$ cat src/rtl/fpu_pkg.sv
`default_nettype none
// ============================================================================
// Module      : fpu_pkg
// Description : Shared FPU constants and elaboration helpers.
// Revision    : 1.0 - initial release
// ============================================================================
package fpu_pkg;

    localparam int FPU_MANT_W = 24;

    // A one-requester or two-requester arbiter still needs a 1-bit ID field.
    function automatic int clog2_min1(input int n);
        return (n < 2) ? 1 : $clog2(n);
    endfunction

endpackage
`default_nettype wire

$ cat src/rtl/padder24.sv
`default_nettype none
// ============================================================================
// Module      : padder24
// Description : 24-bit Kogge-Stone parallel-prefix adder with carry-in/out.
// Revision    : 1.0 - initial release
// ============================================================================
module padder24
    import fpu_pkg::*;
(
    input  logic [FPU_MANT_W-1:0] a,
    input  logic [FPU_MANT_W-1:0] b,
    input  logic                  cin,
    output logic [FPU_MANT_W-1:0] sum,
    output logic                  cout
);

    localparam int c_levels = 5;

    logic [c_levels:0][FPU_MANT_W-1:0] w_g;
    logic [c_levels:0][FPU_MANT_W-1:0] w_p;
    logic [FPU_MANT_W:0]               w_c;

    assign w_g[0] = a & b;
    assign w_p[0] = a ^ b;

    for (genvar l = 0; l < c_levels; l++) begin : g_level
        for (genvar i = 0; i < FPU_MANT_W; i++) begin : g_bit
            if (i >= (1 << l)) begin : g_merge
                assign w_g[l+1][i] = w_g[l][i] | (w_p[l][i] & w_g[l][i-(1<<l)]);
                assign w_p[l+1][i] = w_p[l][i] & w_p[l][i-(1<<l)];
            end else begin : g_pass
                assign w_g[l+1][i] = w_g[l][i];
                assign w_p[l+1][i] = w_p[l][i];
            end
        end
    end

    // Final prefix spans bit 0..i, so the carry-in folds in with one AND-OR.
    assign w_c  = {w_g[c_levels] | (w_p[c_levels] & {FPU_MANT_W{cin}}), cin};
    assign sum  = w_p[0] ^ w_c[FPU_MANT_W-1:0];
    assign cout = w_c[FPU_MANT_W];

endmodule
`default_nettype wire

$ cat src/rtl/rr_arb.sv
`default_nettype none
// ============================================================================
// Module      : rr_arb
// Description : Combinational round-robin selector, search starts at ptr.
// Revision    : 1.0 - initial release
// ============================================================================
module rr_arb
    import fpu_pkg::*;
#(
    parameter int NREQ = 4,
    parameter int IDW  = clog2_min1(NREQ)
) (
    input  logic [NREQ-1:0] req,
    input  logic [IDW-1:0]  ptr,
    output logic [NREQ-1:0] gnt,
    output logic [IDW-1:0]  gnt_id
);

    logic w_found;

    always_comb begin
        gnt     = '0;
        gnt_id  = '0;
        w_found = 1'b0;
        for (int k = 0; k < NREQ; k++) begin : g_search
            int idx;
            idx = int'(ptr) + k;
            if (idx >= NREQ) idx = idx - NREQ;
            if (!w_found && req[idx]) begin
                w_found  = 1'b1;
                gnt[idx] = 1'b1;
                gnt_id   = IDW'(idx);
            end
        end
    end

endmodule
`default_nettype wire

$ cat src/rtl/fpu_addsub_adder_arb.sv
`default_nettype none
// ============================================================================
// Module      : fpu_addsub_adder_arb
// Description : Round-robin sharing of one padder24 with a 1-entry result reg.
// Revision    : 1.0 - initial release
// ============================================================================
module fpu_addsub_adder_arb
    import fpu_pkg::*;
#(
    parameter int NREQ = 4,
    parameter int W    = 24
) (
    input  logic                       clk,
    input  logic                       rst,
    input  logic [NREQ-1:0]            req_valid,
    output logic [NREQ-1:0]            req_ready,
    input  logic [NREQ*W-1:0]          req_a,
    input  logic [NREQ*W-1:0]          req_b,
    input  logic [NREQ-1:0]            req_cin,
    input  logic [NREQ-1:0]            req_sub,
    output logic                       rsp_valid,
    input  logic                       rsp_ready,
    output logic [W-1:0]               rsp_sum,
    output logic                       rsp_cout,
    output logic [clog2_min1(NREQ)-1:0] rsp_id
);

    localparam int IDW = clog2_min1(NREQ);

    if (W != FPU_MANT_W) begin : g_bad_width
        $error("fpu_addsub_adder_arb: W must equal FPU_MANT_W");
    end
    if (NREQ < 2 || NREQ > 8) begin : g_bad_nreq
        $error("fpu_addsub_adder_arb: NREQ must be 2..8");
    end

    logic            r_rsp_valid;
    logic [W-1:0]    r_rsp_sum;
    logic            r_rsp_cout;
    logic [IDW-1:0]  r_rsp_id;
    logic [IDW-1:0]  r_rr_ptr;

    logic            w_slot_free;
    logic [NREQ-1:0] w_req_masked;
    logic [NREQ-1:0] w_gnt;
    logic [IDW-1:0]  w_gnt_id;
    logic            w_any_gnt;
    logic [W-1:0]    w_a;
    logic [W-1:0]    w_b;
    logic            w_cin;
    logic [W-1:0]    w_sum;
    logic            w_cout;

    // Masking before the selector keeps req_ready independent of operands.
    assign w_slot_free  = !r_rsp_valid || rsp_ready;
    assign w_req_masked = (rst || !w_slot_free) ? '0 : req_valid;

    rr_arb #(
        .NREQ (NREQ),
        .IDW  (IDW)
    ) u_rr_arb (
        .req    (w_req_masked),
        .ptr    (r_rr_ptr),
        .gnt    (w_gnt),
        .gnt_id (w_gnt_id)
    );

    assign req_ready = w_gnt;
    assign w_any_gnt = |w_gnt;

    always_comb begin
        w_a   = '0;
        w_b   = '0;
        w_cin = 1'b0;
        for (int i = 0; i < NREQ; i++) begin
            if (w_gnt[i]) begin
                w_a   = req_a[i*W +: W];
                w_b   = req_sub[i] ? ~req_b[i*W +: W] : req_b[i*W +: W];
                w_cin = req_sub[i] ? 1'b1 : req_cin[i];
            end
        end
    end

    padder24 u_padder24 (
        .a    (w_a),
        .b    (w_b),
        .cin  (w_cin),
        .sum  (w_sum),
        .cout (w_cout)
    );

    always_ff @(posedge clk) begin
        if (rst) begin
            r_rsp_valid <= 1'b0;
            r_rsp_sum   <= '0;
            r_rsp_cout  <= 1'b0;
            r_rsp_id    <= '0;
            r_rr_ptr    <= '0;
        end else if (w_any_gnt) begin
            r_rsp_valid <= 1'b1;
            r_rsp_sum   <= w_sum;
            r_rsp_cout  <= w_cout;
            r_rsp_id    <= w_gnt_id;
            r_rr_ptr    <= (w_gnt_id == IDW'(NREQ - 1)) ? '0 : w_gnt_id + 1'b1;
        end else if (rsp_ready) begin
            r_rsp_valid <= 1'b0;
        end
    end

    assign rsp_valid = r_rsp_valid;
    assign rsp_sum   = r_rsp_sum;
    assign rsp_cout  = r_rsp_cout;
    assign rsp_id    = r_rsp_id;

endmodule
`default_nettype wire

$ cat config.mk
export PLATFORM = sky130hd
export DESIGN_NAME = fpu_addsub_adder_arb
export DESIGN_NICKNAME = d
export VERILOG_FILES = /design/src/rtl/fpu_pkg.sv /design/src/rtl/padder24.sv /design/src/rtl/rr_arb.sv /design/src/rtl/fpu_addsub_adder_arb.sv
export SDC_FILE = /design/constraint.sdc
export NUM_CORES = 1
export LEC_CHECK = 0
export CAP_MARGIN = 20
export CORE_AREA = 2 2 121 123
export CTS_BUF_LIST = sky130_fd_sc_hd__clkbuf_2
export DETAILED_ROUTE_END_ITERATION = 6
export DIE_AREA = 0 0 123 125
export GPL_TIMING_DRIVEN = 0
export PLACE_DENSITY = 0.78
export SLEW_MARGIN = 20
export SYNTH_ARGS = -nofsm -noshare
export SYNTH_HDL_FRONTEND = slang
export SYNTH_SLANG_ARGS = --single-unit
$ cat constraint.sdc
create_clock -name clk -period 5.7 [get_ports clk]
set_input_delay 1.14 -clock clk [delete_from_list [all_inputs] [get_ports clk]]
set_output_delay 1.14 -clock clk [all_outputs]
set_load 0.01 [all_outputs]
* Word level (Yosys, flattened, before mapping)
Index checks and enable logic that the tools add are counted.
W data, S select, Z words.
** Storage, ports and cells
- Flip-flop bits (word level) :: 30
- Output and inout port bits :: 32
- Word-level logic and storage cells :: 380
** Operators by class
- Add/subtract/negate cells :: 8
- Order comparisons :: 12
- Equality and inequality tests :: 1
- Mux-type cells :: 59
- Bitwise gates (word level) :: 279
- Reductions and logical operators :: 16
** Operator list (count)
- $mux W24 :: 12
- $and A1 B1 Y1 :: 178
- $ge A32 B1 Y1 const B :: 4
- $lt A32 B4 Y1 const B :: 4
- $mux W32 :: 4
- $ge A32 B4 Y1 const B :: 3
- $not A24 Y24 :: 4
- $sub A32 B4 Y32 const B :: 3
- $or A1 B1 Y1 :: 89
- $and A24 B24 Y24 :: 2
- $xor A24 B24 Y24 :: 2
- $mux W1 :: 25
- $or A24 B24 Y24 :: 1
- $mux W4 :: 5
- $or A4 B4 Y4 :: 3
- $mux W2 :: 5
- $bmux W1 S2 :: 4
- $demux W1 S2 :: 4
- $logic_and A1 B1 Y1 :: 7
- $add A2 B2 Y3 const B :: 2
- $logic_not A1 Y1 :: 5
- $reduce_or A4 Y1 :: 1
- $sub A2 B3 Y4 const B :: 1
- $add A2 B1 Y3 const B :: 1
- 5 further kinds :: 6

* Longest topological paths before layout
- Word-level depth :: 34
- Depth in mapped cells :: 27
- Mapped depth without buffers :: 23

* Modules after synthesis
A second synthesis with hierarchy kept.
** Second synthesis, totals
- Cells, all modules :: 634
- Area total of the unflattened synthesis :: 4867.2 um^2
** Modules (own cells, without submodules)
- fpu_addsub_adder_arb :: times used 1, cells an instance 430, area an instance 3263.1 um^2
- padder24 :: times used 1, cells an instance 155, area an instance 1147.4 um^2
- rr_arb :: times used 1, cells an instance 49, area an instance 456.7 um^2

* Least setup slack after synthesis
No wires, ideal clock.
- Path kind :: input-to-reg
- Start :: input port req_valid[0]
- End :: register r_rsp_sum[18], in the netlist rsp_sum[18]
- Arrival :: 5.594 ns
- Slack :: -0.010 ns
- Stages :: 22
- Buffers on the path :: 5
- Cells stage by stage :: buf_2 > or3b_1 > a2111o_1 > nand2_1 > a311o_2 > buf_4 > clkbuf_1 > buf_1 > a21oi_1 > o21ai_0 > ha_1 > clkbuf_1 > a21o_1 > a21o_1 > a21oi_1 > o21ai_0 > a21o_1 > a21oi_1 > nand2_2 > a21bo_1 > or4_1 > and3_1
** Between the ends
- Elaborated cells on any way between the ends :: 98
- Classes of those cells :: mux (32); bitwise (59); reduce/logical (7)
** RTL lines
- from (decl) :: line fpu_addsub_adder_arb.sv:15 : input logic [NREQ-1:0] req_valid,
- $mux W4 (*) :: line fpu_addsub_adder_arb.sv:56 : assign w_req_masked = (rst || !w_slot_free) ? '0 : req_valid;
- $bmux W1 S2 :: line rr_arb.sv:29 : if (!w_found && req[idx]) begin
- $mux W1 (not written as such) (2 in series) :: line rr_arb.sv:29
- $mux W1 :: line rr_arb.sv:29
- $logic_not A1 Y1 :: line rr_arb.sv:29
- $logic_and A1 B1 Y1 :: line rr_arb.sv:29
- $mux W1 :: line rr_arb.sv:29
- $logic_not A1 Y1 :: line rr_arb.sv:29
- [5 not listed]
- named net req_ready[2] :: line fpu_addsub_adder_arb.sv:16 : output logic [NREQ-1:0] req_ready,
- [5 not listed]
- $and A1 B1 Y1 :: line padder24.sv:29 : assign w_g[l+1][i] = w_g[l][i] | (w_p[l][i] & w_g[l][i-(1<<l)]);
- $or A1 B1 Y1 :: line padder24.sv:29
- $and A1 B1 Y1 :: line padder24.sv:29
- $or A1 B1 Y1 :: line padder24.sv:29
- $and A1 B1 Y1 :: line padder24.sv:29
- $or A1 B1 Y1 (2 in series) :: line padder24.sv:29
- $or A24 B24 Y24 :: line padder24.sv:39 : assign w_c = {w_g[c_levels] | (w_p[c_levels] & {FPU_MANT_W{cin}}), cin};
- $xor A24 B24 Y24 :: line padder24.sv:40 : assign sum = w_p[0] ^ w_c[FPU_MANT_W-1:0];
- to (signal assigned) :: line fpu_addsub_adder_arb.sv:101 : r_rsp_sum <= w_sum;
- to (decl) :: line fpu_addsub_adder_arb.sv:38 : logic [W-1:0] r_rsp_sum;
The timed path passes the listed nets; every way through them passes the cells marked *. The select of a mux whose other input is x is not followed.
A chain may end at the register's enable or synchronous reset.

* Worst setup path after layout
- Start :: input port req_valid[2]
- End :: register r_rsp_sum[19], in the netlist rsp_sum[19]
** Between the ends
- Cells in the longest elaborated chain, start to end :: 30
- Elaborated cells on any way between the ends :: 101
- Classes of those cells :: mux (32); bitwise (62); reduce/logical (7)
** RTL lines (line)
- $mux W4 (*) :: fpu_addsub_adder_arb.sv:56
- $bmux W1 S2 :: rr_arb.sv:29
- $mux W1 (not written as such) (2 in series) :: rr_arb.sv:29
- $mux W1 :: rr_arb.sv:29
- $logic_not A1 Y1 :: rr_arb.sv:29
- $logic_and A1 B1 Y1 :: rr_arb.sv:29
- $mux W1 :: rr_arb.sv:29
- $logic_not A1 Y1 :: rr_arb.sv:29
- [12 not listed]
- $and A1 B1 Y1 :: padder24.sv:29
- $or A1 B1 Y1 :: padder24.sv:29
- $and A1 B1 Y1 :: padder24.sv:29
- $or A1 B1 Y1 :: padder24.sv:29
- $and A1 B1 Y1 :: padder24.sv:29
- $or A1 B1 Y1 (2 in series) :: padder24.sv:29
- $or A24 B24 Y24 :: padder24.sv:39
- $xor A24 B24 Y24 :: padder24.sv:40
Every way passes the cells marked *; elsewhere a longest branch is shown, timed or not. The select of a mux whose other input is x is not followed.

==> results by stage <==
Synthesis:
- Among all flip-flop cells after synthesis, the most frequent one is dfxtp_1.
- The fraction of registers with async set or reset after synthesis is 0%.
- The fraction of post-synthesis cell area in the top cell type by area is 12.3%.
- The number of unique standard cell types used by synthesis is between 60 and 70.
- Each instance of the synthesized netlist takes up on average 6.72 um^2.
- After synthesis, flip-flops and latches occupy between 10% and 20% of the total area.
- Yosys mapped a number of flops with a built-in enable equal to 0.
- The biggest area consumer among synthesized cells is a21oi_1.
- The synthesis-stage register bit count is 30.
- The number of instances in the synthesized netlist is 816.
- By count the netlist is led by 135 x a21oi_1, 117 x nand2_1, 76 x xor2_1.
- The number of nets in the synthesized netlist is 1055.
- The most numerous cell in the Yosys netlist is a21oi_1.
- The number of warnings printed during yosys synthesis is 0.
- The area of the mapped netlist is 0.00548 mm^2.
- Sorting the synthesized cells by area gives the leading types as a21oi_1 12%, xor2_1 12%, dfxtp_1 11%.

Status:
- The run finished with clean final reports.

Route:
- The count of vias placed by the detailed router is just under 7000.
- The routed length per instance is approximately 17 um.
- The average via count per standard cell is 5.49.
- The detail route stage leaves a number of antenna-violating nets equal to 0.
- The count of unresolved DRC violations after routing is 0.
- The final routed wirelength across all metal layers is 21900 um.
- The first TritonRoute pass finished after 5 iterations.
- The starting DRC count in detailed routing is 366.

Floorplanning:
- The area of the die is ~0.015 mm^2.
- The die is 125 um tall.
- The initial utilization of the core area, before any placement, comes to 38.6%.
- The placeable core area is 0.0142 mm^2.
- In this run the core area contains 44 standard-cell rows.
- The horizontal die dimension is 123 um.
- The number of placed I/O pins is 239.

Placement:
- The number of port buffers is roughly 230.
- Routability-driven placement finished with a final weighted congestion of 0.994.
- The estimated wirelength of the detail-placed design is around 18000 um.

Finish:
- Relative to the synthesized area, the layout overhead comes to 53.7%.
- The final-layout fill cell count is around 1400.
- The fraction of layout instances using a drive strength above 1 is 11.1%.
- The final-stage net count is between 1000 and 1500.
- The repair_antennas step left the layout with diodes totalling 0.
- The final core area utilization is between 50% and 60%.

Critical path:
- The critical-path maximum fanout is 10.
- The data required time at the worst endpoint is 5.98 ns.
- The delay of the slowest critical-path stage is 0.53 ns.
- The data arrival time of the critical path is 5.87 ns.
- The slowest stage cell on the critical path is mux4_2.
- STA classifies the critical path endpoint as a flip-flop.
- In this run the critical register-to-register path is launched from r_rr_ptr[1].
- The signal on the critical path passes through clkdlybuf4s15_2 > nor2b_1 > mux4_2 > and4_1 > a311o_2 > buf_6 > clkbuf_2 > a211oi_2 > a21oi_1 > o21ai_1 > ha_1 > buf_2 > a21o_1 > a21oi_2 > o21bai_2 > a21oi_2 > o21ai_0 > a211oi_2 > o22ai_2 > or2_4 > a211oi_1 > o31ai_2.
- The category of the most critical setup path is input pin to flip-flop.
- STA classifies the critical path startpoint as an input pin.
- The critical path starts at req_valid[2].

GRT:
- The aggregate global routing overflow is 0.
- The via count of the first global-routing pass came to 6420.
- Entering global routing, the biggest net connects 20 pins.
- The total global-route track usage is 27.2%.
- The initial antenna violation count is 0.
- The first global-routing pass estimated 33300 um of wire.

Clock network:
- Counting every sink on the clock net gives 30.
- The clock insertion delay at the later pin of the skew report is ~0.39 ns.
- The maximum count of clock buffers along a single path is 2.
- The clock root buffer master is clkbuf_2.
- The clock tree synthesis step divided the H-tree into 2 levels.
- Clock tree synthesis inserted a total of 5 buffers.
- TritonCTS built the clock tree.
- The clock input transition at the sequential cells of the worst setup and hold paths is roughly 0.15 ns.

Timing:
- The relative max-transition margin is 54.7%.
- The clock skew is between 0.015 and 0.02 ns.
- Based on the critical path, the design can be clocked at up to approximately 180 MHz.
- The number of pins with negative max-slew slack in the final report was 0.
- The final number of hold-violating endpoints is 0.
- Setup violations remaining at the end of the flow were counted as 0.
- Of the available clock period, the critical path in the final layout requires 98.0%.
- For the finished layout, the period the worst path requires is 5.59 ns.
- At the pin with the least slew margin, the transition time is 0.680 ns.

Pwr:
- The leakage component of the power is 3.31 nW.
- The ratio of total power to cell area is approximately 400 mW/mm^2.
- Overall power consumption after layout is estimated at 3.30 mW.
- The maximum VDD drop is 0.150 mV.

Hold path:
- In this run the worst hold path is classified as flip-flop to flip-flop.
- The start point of the worst hold path is rsp_sum[6].

Job:
- Across the run, the number of max-cap violations was 0.
stage by stage:
step	setup slack (ns)	cell area [um^2]	hold WS (ns)	TNS, ns	std cells
2_1_floorplan	0.00819	5480	0.476	0	816
3_3_place_gp	-1.40	8040	0.439	-21.56	1232
3_5_place_dp	-1.43	8040	0.445	-22.84	1232
4_1_cts	0.00170	8190	0.462	0	1241
5_1_grt	-0.0463	8420	0.483	-0.0741	1252
6_report	0.114	8420	0.461	0	1252
cells by family (layout without fill, tap and decap cells):
kind of cell               Yosys count  in the layout  share of synthesized area, %
and+or+nand+nor                    255            255                          22.9
AOI/OAI and AO/OA                  305            305                          33.8
xor gates and xnor gates           107            107                          17.1
muxes                                3              3                          1.23
buffers and inverters               84            336                          6.60
DFF                                 30             30                          11.0
adders and majority gates           32             32                          7.44
critical path, delay by kind of cell:
family          cells  cell delay (ns)
simple gates        3             0.66
compound gates     13             2.48
buf+inv             4             0.78
fa+ha+maj           1             0.27
mux                 1             0.53
routing by layer:
layer,share of wire [%],vias to the layer above,global-route usage [%]
met3,7.5,44,4.20
met5,0,-,0
li1,-,3433,-
met4,3.2,0,7.49
met2,48,296,46.1
met1,42,3095,35.6
power breakdown:
group          leakage, nW  total, mW  internal (mW)  switching, mW
Clock               0.0304      0.105         0.0301         0.0752
Sequential           0.248      0.325          0.285         0.0399
Combinational         3.04       2.87           1.21           1.66
worst paths after layout:
| path | to | slack (ns) | depth (start not counted) |
|---|---|---|---|
| worst max-delay path | rsp_sum[19] | 0.11 | 22 |
| worst min-delay path | rsp_sum[6] | 0.46 | 2 |
| worst max register to register | rsp_sum[19] | 0.14 | 24 |
| worst min register to register | rsp_sum[6] | 0.46 | 2 |
placed cells by master, fill, tap and decap left out, drive strengths merged, types with 30 or more instances in the layout:
cell type / netlist / final
clkdlybuf4s50: 0 / 229
a21oi: 135 / 135
nand2: 118 / 118
xor2: 76 / 76
o21ai: 72 / 72
clkbuf: 45 / 49
nand3: 44 / 44
buf: 25 / 40
a211oi: 34 / 34
xnor2: 31 / 31
ha: 31 / 31
dfxtp: 30 / 30
state kept, by name, indices dropped and copies added, names as in the netlist, named ones only:
signal and cells:
r_rr_ptr 1, rsp_cout 1, rsp_id 2, rsp_sum 24, rsp_valid 1
timing repair:
action,4_1_cts,5_1_grt
endpoints found under the setup margin,23,15
pin swaps,4,12
cloned,0,1
buffers inserted,4,10
gates resized for setup,52,64
hold buffers,0,0
layout make-up:
class | count | area [um^2] | share of cell area [%]
Buffer | 67 | 409 | 4.86
Clock buffer | 6 | 30.0 | 0.357
Clock inverter | 2 | 8.76 | 0.104
Inverter | 14 | 65.1 | 0.773
Multi-Input combinational cell | 702 | 4620 | 54.9
Sequential cell | 30 | 608 | 7.22
Tap cell | 184 | 230 | 2.73
Timing Repair Buffer | 247 | 2450 | 29.1
Power figures use the tool's default switching activity.
